## src/rtl/lfsr_pkg.sv

```systemverilog
// Shared LFSR definitions: the tap-finder FSM states and the default tap table
// used by both the tap finder and the processor LFSR path.
package lfsr_pkg;

  typedef enum logic [1:0] {
    IDLE  = 2'd0,
    SEED  = 2'd1,
    CHECK = 2'd2,
    DONE  = 2'd3
  } lfsr_state_e;

  localparam int DEF_W     = 7;
  localparam int DEF_NTAPS = 9;

  // Entry k lives at bits [k*7 +: 7], so entry 0 (7'h60) sits at the LSB end.
  localparam logic [DEF_NTAPS*DEF_W-1:0] DEF_TAPS = {
    7'h7B, 7'h7E, 7'h5C, 7'h69, 7'h6A, 7'h72, 7'h78, 7'h48, 7'h60
  };

endpackage

```

## src/rtl/lfsr_step.sv

```systemverilog
// One combinational LFSR step: shift left and feed back the parity of the tapped bits.
module lfsr_step #(
  parameter int W = 7
) (
  input  logic [W-1:0] State,
  input  logic [W-1:0] Tap,
  output logic [W-1:0] Next
);

  assign Next = {State[W-2:0], ^(State & Tap)};

endmodule

```

## src/rtl/lfsr_tap_finder.sv

```systemverilog
// Known-plaintext search: finds the lowest-index candidate tap whose keystream turns
// the ciphertext preamble into PCHAR bytes, and reports that tap and the seed.
module lfsr_tap_finder
  import lfsr_pkg::*;
#(
  parameter int         W     = 7,
  parameter int         NTAPS = 9,
  parameter int         PRE   = 4,
  parameter logic [7:0] PCHAR = 8'h20
) (
  input  logic                       Clk,
  input  logic                       Reset,
  input  logic                       Start,
  input  logic [7:0]                 BaseAddr,
  input  logic [NTAPS*W-1:0]         CandTaps,
  output logic [7:0]                 MemAddr,
  input  logic [7:0]                 MemData,
  output logic                       Busy,
  output logic                       Done,
  output logic                       Found,
  output logic [$clog2(NTAPS)-1:0]   TapIdx,
  output logic [W-1:0]               TapOut,
  output logic [W-1:0]               Seed,
  output lfsr_state_e                DbgState
);

  localparam int KW = $clog2(NTAPS);
  localparam int IW = $clog2(PRE + 1);

  lfsr_state_e   state;
  logic [KW-1:0] k;
  logic [IW-1:0] i;
  logic [W-1:0]  s;
  logic [W-1:0]  seedReg;
  logic [W-1:0]  tapK;
  logic [W-1:0]  stepNext;
  logic [W-1:0]  plainW;

  // Only the low W plaintext bits carry keystream; the rest are deliberately ignored.
  generate
    if (W < 8) begin : gUnused
      logic unusedMemBits;
      assign unusedMemBits = ^MemData[7:W];
    end
  endgenerate

  assign plainW   = MemData[W-1:0] ^ PCHAR[W-1:0];
  assign tapK     = CandTaps[k*W +: W];
  assign MemAddr  = (state == CHECK) ? BaseAddr + 8'(i) : BaseAddr;
  assign DbgState = state;

  lfsr_step #(.W(W)) uStep (
    .State (s),
    .Tap   (tapK),
    .Next  (stepNext)
  );

  always_ff @(posedge Clk) begin
    if (Reset) begin
      state   <= IDLE;
      Busy    <= 1'b0;
      Done    <= 1'b0;
      Found   <= 1'b0;
      TapIdx  <= '0;
      TapOut  <= '0;
      Seed    <= '0;
      k       <= '0;
      i       <= '0;
      s       <= '0;
      seedReg <= '0;
    end else begin
      unique case (state)
        IDLE, DONE: begin
          if (Start) begin
            state  <= SEED;
            Busy   <= 1'b1;
            Done   <= 1'b0;
            Found  <= 1'b0;
            TapIdx <= '0;
            TapOut <= '0;
            Seed   <= '0;
            k      <= '0;
          end
        end
        SEED: begin
          s       <= plainW;
          seedReg <= plainW;
          i       <= IW'(1);
          if (PRE > 1) begin
            state <= CHECK;
          end else begin
            state  <= DONE;
            Busy   <= 1'b0;
            Done   <= 1'b1;
            Found  <= 1'b1;
            TapIdx <= k;
            TapOut <= tapK;
            Seed   <= plainW;
          end
        end
        CHECK: begin
          if (plainW == stepNext) begin
            s <= stepNext;
            if (i == IW'(PRE - 1)) begin
              state  <= DONE;
              Busy   <= 1'b0;
              Done   <= 1'b1;
              Found  <= 1'b1;
              TapIdx <= k;
              TapOut <= tapK;
              Seed   <= seedReg;
            end else begin
              i <= i + 1'b1;
            end
          end else if (k < KW'(NTAPS - 1)) begin
            // First wrong byte abandons this candidate; re-read the seed for the next one.
            k     <= k + 1'b1;
            state <= SEED;
          end else begin
            state <= DONE;
            Busy  <= 1'b0;
            Done  <= 1'b1;
            Found <= 1'b0;
          end
        end
        default: state <= IDLE;
      endcase
    end
  end

endmodule

```

## config.mk

```make
export PLATFORM = sky130hd
export DESIGN_NAME = lfsr_tap_finder
export DESIGN_NICKNAME = d
export VERILOG_FILES = /design/src/rtl/lfsr_pkg.sv /design/src/rtl/lfsr_step.sv /design/src/rtl/lfsr_tap_finder.sv
export SDC_FILE = /design/constraint.sdc
export NUM_CORES = 1
export LEC_CHECK = 0
export BUFFER_PORTS_ARGS = -buffer_cell sky130_fd_sc_hd__buf_2
export CAP_MARGIN = 0
export CORE_UTILIZATION = 52
export CTS_CLUSTER_DIAMETER = 60
export DETAILED_ROUTE_END_ITERATION = 12
export HOLD_SLACK_MARGIN = 0.05
export PLACE_DENSITY = 0.91
export SYNTH_ARGS = -nofsm -noshare
export SYNTH_HDL_FRONTEND = slang
export SYNTH_HIERARCHICAL = 1
export SYNTH_SLANG_ARGS = --single-unit
```

## constraint.sdc

```tcl
create_clock -name Clk -period 7.61 [get_ports Clk]
set_input_delay 1.522 -clock Clk [delete_from_list [all_inputs] [get_ports Clk]]
set_output_delay 1.522 -clock Clk [all_outputs]
set_load 0.01 [all_outputs]
```

# After elaboration in Yosys (flattened, before gate mapping)
# Cells that the tools add are included.
# totals
regBits,44
input_bits,82
out_inout_bits,31
elab_cells,81
# classes
addsub,3
n_mul,1
order_cmp,1
n_eq_ne,13
n_shift,1
mux,37
n_bitwise,3
n_reduce_logical,11
# ops
op,n
63-bit by 8-bit variable part select with 7-bit output,1
7-bit two-way mux,6
7-bit case mux with 2 select lines,3
4-bit two-way mux,5
4-bit case mux with 2 select lines,2
4-bit AND reduction,3
1-bit two-way mux,9
8-bit by 3-bit adder with 8-bit output,1
2-bit two-way mux,4
8-bit two-way mux,1
7-bit bitwise AND,1
7-bit equality test,1
4-bit by 3-bit multiplier with 7-bit output (second input constant),1
7-bit XOR reduction,1
3-bit two-way mux,2
2-bit by 1-bit != test with 1-bit output (second input constant),3
2-bit != test (second input constant),3
1-bit case mux with 2 select lines,3
2-bit case mux with 3 select lines,1
3-bit case mux with 2 select lines,1
4-bit by 1-bit adder with 4-bit output (second input constant),1
2-bit equality test (second input constant),2
4-bit < comparator (second input constant),1
2-bit AND reduction,2
10 further kinds,12

# Depth between registers and ports, before layout
# Gate-level depths: netlist (run 1).
# depth
depth_word,7
mapped_depth,14
depth_no_buf,11

# By module
# The synthesis (run 1) kept the hierarchy.
# by_module_without_submodules
mod,n_inst,cells_each,area_per_inst_um2,seq_area_each_um2
lfsr_tap_finder,1,267,2583.7,880.8
lfsr_step,1,17,133.9,0.0

# Least setup slack after synthesis (run 1)
# Ideal clock, no wire load.
# synth_timing
path_kind,input port to flip-flop
startpoint,input CandTaps[23]
endpoint,register TapIdx[1]
setup_ns,0.117
arrival_ns,4.169
path_slack_ns,3.324
stages,12
path_cell_list,mux4_2 -> nor2_1 -> o31ai_1 -> nand2_1 -> xnor3_1 -> xnor3_1 -> xor2_1 -> nor3_2 -> nand2_2 -> o2bb2ai_2 -> buf_2 -> a22o_1
# synth_via
elab_chain_cells,6
# synth_lines
item,line,source
from (decl),lfsr_tap_finder.sv:15,"input logic [NTAPS*W-1:0] CandTaps,"
63-bit by 8-bit variable part select with 7-bit output,lfsr_tap_finder.sv:48,assign tapK = CandTaps[k*W +: W];
net tapK[2],lfsr_tap_finder.sv:35,logic [W-1:0] tapK;
7-bit bitwise AND,lfsr_step.sv:10,"assign Next = {State[W-2:0], ^(State & Tap)};"
7-bit XOR reduction,lfsr_step.sv:10,
net stepNext[0],lfsr_tap_finder.sv:36,logic [W-1:0] stepNext;
7-bit equality test,lfsr_tap_finder.sv:102,if (plainW == stepNext) begin
2-bit by 1-bit != test with 1-bit output (no source line),--,
4-bit AND reduction (no source line),--,
to (signal assigned),lfsr_tap_finder.sv:96,TapIdx <= k;
to (signal assigned),lfsr_tap_finder.sv:109,TapIdx <= k;
to (decl),lfsr_tap_finder.sv:21,"output logic [$clog2(NTAPS)-1:0] TapIdx,"
# The timed path passes the listed nets, and every way through them passes these cells.
# A chain may end at the register's enable or synchronous reset.

# Final worst setup path (run 1)
# layout_timing
startpoint,input CandTaps[23]
endpoint,register TapOut[3]
# layout_via
elab_chain_cells,6
elab_cells_between_ends,9
cone_classes,eq/ne: 2; shift: 1; mux: 3; bitwise: 1; reduce/logical: 2
# layout_lines
item,line,source
63-bit by 8-bit variable part select with 7-bit output,lfsr_tap_finder.sv:48,
net tapK[2],lfsr_tap_finder.sv:35,
7-bit bitwise AND,lfsr_step.sv:10,
7-bit XOR reduction,lfsr_step.sv:10,
net stepNext[0],lfsr_tap_finder.sv:36,
7-bit equality test,lfsr_tap_finder.sv:102,
2-bit by 1-bit != test with 1-bit output (no source line),--,
4-bit AND reduction (no source line),--,
to (signal assigned),lfsr_tap_finder.sv:97,TapOut <= tapK;
to (signal assigned),lfsr_tap_finder.sv:110,TapOut <= tapK;
to (decl),lfsr_tap_finder.sv:22,"output logic [W-1:0] TapOut,"
# The timed path passes the listed nets, and every way through them passes these cells. The select of a mux whose other input is x is not followed.

==> results of run 1 <==
## cell usage in the layout, fill, tap and decap left out, types with 3 or more instances in the layout
cell | netlist | layout
mux4_2 | 7 | 7
o22ai_1 | 8 | 8
buf_2 | 4 | 111
xor2_1 | 9 | 9
inv_1 | 7 | 7
dfxtp_1 | 44 | 44
nand3_1 | 4 | 4
a211oi_1 | 8 | 8
a22o_1 | 18 | 18
nor2b_1 | 4 | 4
nor3_1 | 4 | 4
nor2_1 | 31 | 31
nand2b_1 | 3 | 3
o31ai_1 | 7 | 7
ha_1 | 9 | 9
nand2_1 | 26 | 26
clkbuf_8 | 0 | 5
xnor2_1 | 6 | 6
mux2i_1 | 13 | 13
a21oi_1 | 8 | 8
mux2_2 | 18 | 18
## cell usage after synthesis (all sizes together) (2+ instances only)
| library cell | number | area share, % |
|---|---|---|
| xnor2 | 6 | 1.9 |
| mux2i | 13 | 4.8 |
| a21oi | 8 | 1.5 |
| nand4 | 2 | 0.46 |
| dfxtp | 44 | 32 |
| xor2 | 9 | 2.9 |
| nor2 | 32 | 4.5 |
| nand3b | 2 | 0.55 |
| o31ai | 7 | 1.9 |
| clkbuf | 5 | 0.69 |
| a211oi | 8 | 2.2 |
| nand3 | 4 | 0.74 |
| ha | 9 | 4.1 |
| nand2 | 27 | 3.8 |
| nor2b | 4 | 0.92 |
| nor3 | 5 | 1.1 |
| a21o | 2 | 0.55 |
| mux2 | 18 | 7.5 |
| o22ai | 8 | 1.8 |
| buf | 16 | 3.9 |
| mux4 | 7 | 5.8 |
| inv | 7 | 0.97 |
| nand2b | 3 | 0.69 |
| xnor3 | 2 | 1.7 |
| a22o | 18 | 5.8 |
## registers in the layout, summed over array words and instances, names as in the netlist
name	flops
TapOut	7
k	4
Busy	1
Found	1
i	3
TapIdx	4
seedReg	7
Seed	7
Done	1
s	7
DbgState	2
## power by group through the flow
stage	combinational [mW]	clock, mW	sequential [mW]
global route	0.168	0.196	0.260
detailed placement	0.152	0	0.263
finish	0.154	0.185	0.258
floorplan	0.117	0	0.258
global placement	0.146	0	0.262
CTS	0.152	0.188	0.258
## cells by family after synthesis
logic type	Yosys count
AOI/OAI and AO/OA	64
xor gates and xnor gates	17
adders and majority gates	10
buffers and inverters	29
DFF	44
muxes	38
and+or+nand+nor	82
## worst max-delay path, cell delays in order
cell     delay [ns]
buf_2          0.10
mux4_2         0.46
nor2_1         0.12
o31ai_1        0.10
nand2_1        0.08
xnor3_1        0.37
xnor3_1        0.40
xor2_1         0.17
nor3_2         0.39
nand2_2        0.19
nor2_2         0.64
a22o_1         0.24
## layer usage
layer	global-route usage, %	wire (um)
met5	0	0
met4	11.7	119
met3	5.42	390
met2	43.2	3730
met1	33.2	3020
## path summary, 6_finish.rpt
check,start,endpoint,slack [ns],cells past startpoint
worst max-delay path,CandTaps[23],TapOut[3],3.06,12
worst min-delay path,Done,Done,0.47,2
worst max register to register,k[3],TapOut[3],3.18,11
worst min register to register,Done,Done,0.47,2
## final cells by class
type                            count  area share, %
Multi-Input combinational cell    211           50.1
Sequential cell                    44           26.2
Tap cell                           67           2.50
Clock inverter                      3           1.42
Clock buffer                        5           2.05
Timing Repair Buffer              112           16.8
Inverter                            8          0.895
==> results.yml, run 1 <==
status:
  outcome: "finished, final reports clean"
yosys:
  seq_area_frac_synth_pct: 32.4
  synth_ff_type: "dfxtp_1"
  netlist-cell-type-count: 49
  synth_mux_area_share_pct: 18.0
  yosys.area_share.simple_pct: 14.1
  yosysWarnings: 6
  synth_top_family_by_area: "compound AO/OA/AOI/OAI gates"
  synthAdderAreaFrac_pct: 4.88
  synthesis.area_um2: 2720
  synth-edff-count: 0
  synthXorXnorAreaFrac_pct: 6.49
  synthArstFlopShare_pct: 0
  ys_ff_latch: 44
  avgSynthCellArea_um2: 9.57
  synthCells: 284
  synth_compound_area_share_pct: 18.3
  syn_nets: 376
finish:
  fin_area_um2: 3360
  antenna_cells: 0
  area_delta_synth_final_pct: 23.5
  fin_cells: 450
  drive_above_1_share_pct: 39.7
  regArea_um2: 881
  final_nets: 474
  fillers: 385
  post-route-util_pct: 68.8
  multi_input_area_um2: 1680
timing:
  final_max_slew_viol_count: 0
  finalSetupTns_ns: 0
  finalSetupViolCount: 0
  relSlewSlack_pct: 21.7
  rsz0062_at_grt: "false"
  hold_ws_ns: 0.474
  period_minus_slack_ns: 4.55
  hold_viol: 0
  skew_ns: 0.0129
  worst_slew_pin_slew_ns: 1.16
  layout_setup_ws_ns: 3.06
  min_period_over_period_pct: 59.8
  max_freq_ghz: 0.220
clock_network:
  h-tree-depth: 2
  post-cts-setup-buffer-count: 0
  ctsHoldBuffers: 0
  clock_sinks: 44
  cts_tree: "built"
  numCtsBuffers: 5
  cts_resized: 0
  clk_latency_ns: 0.31
  cts_root_buf: "clkbuf_8"
  clk_pin_slew_worst_paths_ns: 0.09
  clock_path_buffers: 2
floorplan:
  row_count: 25
  dieArea_um2: 5520
  initial_core_util_pct: 55.7
  ios: 113
  core_region_area_um2: 4880
  die_w_um: 74.3
  die_h_um: 74.3
place:
  place_inst: 442
  io_buffers: 111
  gp_congestion: 0.742
  placed_area_um2: 3240
  hpwl_mm: 5.52
  place_ws_ns: 2.80
global_routing:
  grt_pass1_vias: 2566
  grt_usage_pct: 26.2
  antenna_found_initial: 0
  grt-ovfl-total: 0
  grt_start_max_net_pins: 31
  grt_pass1_wl_mm: 11.2
power:
  intPower_mw: 0.416
  switchingPower_mw: 0.180
  vdd_ir_drop_max_mv: 0.107
  power_switching_share_pct: 30.2
  clkPwrFrac_pct: 31.0
  powerDensity_nw_per_um2: 178
  p_total_mw: 0.596
  p_seq_share_pct: 43.2
  p_leak_nw: 1.50
  pwr-share-comb_pct: 25.8
detailed_routing:
  drt_wl_total_mm: 7.26
  drc: 0
  via_count: 2594
  wl_per_cell_um: 16.1
  first_iter_violations: 201
  dr.pass1.iters: 4
  ant_nets: 0
  viasPerCell: 5.76
worst_setup_path:
  critPathCaptureType: "flop"
  crit_fanout: 18
  required_ns: 7.86
  worstSetupPathType: "in -> reg"
  startpoint_type: "input pin"
  arrival_ns: 4.80
run:
  maxCapViolCount: 0
hold_path:
  hp-class: "reg -> reg"
Note: power is estimated with default switching activity, not from simulation.
==> inputs of run 2 (changes only) <==
ABC_AREA = 1   (was unset)
CORE_UTILIZATION = 50   (was 52)
PLACE_DENSITY = 0.86   (was 0.91)
clock period = 4.35 ns   (was 7.61 ns; I/O delays follow)
==> run 2 against run 1 <==
First-iteration DRC count increased by 54%. Largest cell class unchanged. Clock power increased by 72%. Non-clock buffer count increased by 1. Critical path depth increased by 10. Register-to-register slack got worse by 2.6 ns. Flip-flop and latch count unchanged. Core utilization decreased by 4.5 points. Synthesized cell count increased by 68%. Clock-buffer cell count unchanged. Critical endpoint is now Seed[3]. Die area increased by 14%. Via count increased by 33%.
==> results.yml, run 2 <==
status:
  outcome: "finished, final reports clean"
worst_setup_path:
  crit_slowest_cell: "o21ai_2"
  path_buf_inv: 3
  cp_common_cell: "nand2_1"
  crit_fanout: 30
  required_ns: 4.56
  crit_family: "compound AO/OA/AOI/OAI gates"
  startpoint_type: "flop"
  arrival_ns: 4.00
  worstSetupPathType: "reg -> reg"
  path_cells: "inv_1 > o21ai_0 > o211ai_1 > nand3_1 > nand2_1 > nand2_2 > inv_2 > nand2_1 > nand2_1 > nand2_1 > nand2_1 > nand2_1 > nand2_1 > nand2_1 > clkinv_1 > nor2_1 > nor2_1 > nand2_1 > nor2_4 > o21ai_2 > nand2_1 > a21oi_1"
  critPathCaptureType: "flop"
  crit_path_max_incr_delay_ns: 0.62
yosys:
  synthCells: 478
  ys_ff_latch: 44
  synth-edff-count: 0
  synth_most_common_cell: "nand2_1"
  synth_ff_type: "dfxtp_1"
  synthesis.area_um2: 3000
  synthTopCellsByArea: "dfxtp_1, nand2_1, nor2_1, o21ai_0, a21oi_1"
  netlist-cell-type-count: 29
  yosysWarnings: 6
  synth_top_cell_by_area: "dfxtp_1"
  syn_nets: 570
  seq_area_frac_synth_pct: 29.4
  netlist.area_leader.share_pct: 29.4
  avgSynthCellArea_um2: 6.27
  synth_common_cells: "nand2_1, nor2_1, o21ai_0"
  synthArstFlopShare_pct: 0
clock_network:
  cts_resized: 0
  cts_tree: "built"
  post-cts-setup-buffer-count: 0
  clock_sinks: 44
  numCtsBuffers: 5
  clk_pin_slew_worst_paths_ns: 0.09
  clk_latency_ns: 0.30
  cts_root_buf: "clkbuf_8"
  clock_path_buffers: 2
  ctsHoldBuffers: 0
  h-tree-depth: 2
finish:
  regArea_um2: 881
  drive_above_1_share_pct: 26.4
  multi_input_area_um2: 1820
  post-route-util_pct: 64.3
  area_delta_synth_final_pct: 21.0
  layout_commonest_cell: "nand2_1"
  mostFrequentLayoutCells: "nand2_1, buf_2, nor2_1, o21ai_0, dfxtp_1"
  fillers: 516
  antenna_cells: 0
  final_nets: 663
global_routing:
  grt_usage_pct: 26.9
  grt_pass1_vias: 3192
  grt_pass1_wl_mm: 13.7
  antenna_found_initial: 0
  grt-ovfl-total: 0
  grt_start_max_net_pins: 34
timing:
  max_freq_ghz: 0.264
  finalSetupViolCount: 0
  worst_slew_pin_slew_ns: 0.995
  skew_ns: 0.00743
  min_period_over_period_pct: 87.2
  hold_viol: 0
  rsz0062_at_grt: "false"
  finalSetupTns_ns: 0
  period_minus_slack_ns: 3.79
  relSlewSlack_pct: 33.6
  final_max_slew_viol_count: 0
floorplan:
  row_count: 27
  die_h_um: 79.4
  die_w_um: 79.4
  initial_core_util_pct: 53.1
  core_region_area_um2: 5640
  dieArea_um2: 6310
  ios: 113
detailed_routing:
  wl_per_cell_um: 12.9
  via_count: 3451
  drt_wl_total_mm: 8.32
  viasPerCell: 5.36
  drc: 0
  ant_nets: 0
  dr.pass1.iters: 5
  first_iter_violations: 310
power:
  vdd_ir_drop_max_mv: 0.181
  p_total_mw: 1.05
  p_leak_nw: 1.80
  powerDensity_nw_per_um2: 291
run:
  maxCapViolCount: 0
place:
  gp_congestion: 0.877
  hpwl_mm: 6.18
  io_buffers: 111
hold_path:
  hp-class: "reg -> reg"
-- run 2: changes by cell type in the layout (fill, tap and decap cells not counted), sizes merged, moves of 8 or more --
cell	delta
a211oi	-8
o21ai	+52
nand2	+114
a22o	-18
a21oi	+28
nor2	+49
inv	+32
nand3	+14
mux2i	-13
mux2	-18
o211ai	+15
-- run 2: area by class of cell --
class / count / area share, %
clock buffers: 5 / 1.90
clock inverters: 3 / 1.28
inverters: 39 / 4.04
multi-input cells: 368 / 50.3
flip-flops and latches: 44 / 24.3
well taps: 72 / 2.48
repair buffers: 113 / 15.7
-- run 2: kinds of logic (layout without fill, tap and decap cells) --
kind of cell               count (synthesis)  count (layout)  synth area share, %
buffers and inverters                     66             160                 9.81
and+or+nand+nor                          245             245                 33.7
adders and majority gates                 10              10                 4.42
AOI/OAI and AO/OA                        105             105                 20.4
DFF                                       44              44                 29.4
xor gates and xnor gates                   8               8                 2.34
-- run 2: report_power, final --
group	switching [mW]	total, mW	leakage [nW]	internal, mW
logic	0.178	0.280	1.39	0.102
clock network	0.146	0.319	0.0548	0.173
registers	0.0265	0.456	0.358	0.429
total	0.351	1.05	1.80	0.704
-- run 2: path summary, 6_finish.rpt --
| check | start | to | slack [ns] | depth (start not counted) |
|---|---|---|---|---|
| max | k[0] | Seed[3] | 0.56 | 22 |
| min | Seed[0] | Seed[0] | 0.46 | 2 |
| max reg2reg | k[0] | Seed[3] | 0.56 | 22 |
| min reg2reg | Seed[0] | Seed[0] | 0.46 | 2 |
-- run 2: routing by layer --
metal	track usage, %	vias up	part of all wire [%]
li1	-	1727	-
met1	32.8	1550	42
met2	48.5	154	49
met3	4.23	20	6.8
met4	7.09	0	1.7
met5	0	-	0
-- run 2: through the flow --
step | cells | hold WS (ns) | instance area, um2 | setup slack, ns
floorplan | 478 | 0.440 | 3000 | 1.46
global placement | 636 | 0.451 | 3510 | 0.800
detailed placement | 636 | 0.455 | 3510 | 0.707
CTS | 644 | 0.469 | 3630 | 0.587
global route | 644 | 0.494 | 3630 | 0.135
finish | 644 | 0.464 | 3630 | 0.558
-- run 2: worst reg2reg max path, stage by stage, from the launching register on --
cell,delay [ns]
dfxtp_1,0.61
inv_1,0.47
o21ai_0,0.31
o211ai_1,0.11
nand3_1,0.14
nand2_1,0.12
nand2_2,0.10
inv_2,0.04
nand2_1,0.05
nand2_1,0.05
nand2_1,0.08
nand2_1,0.05
nand2_1,0.06
nand2_1,0.09
nand2_1,0.08
clkinv_1,0.05
nor2_1,0.08
nor2_1,0.04
nand2_1,0.09
nor2_4,0.07
o21ai_2,0.62
nand2_1,0.17
a21oi_1,0.23
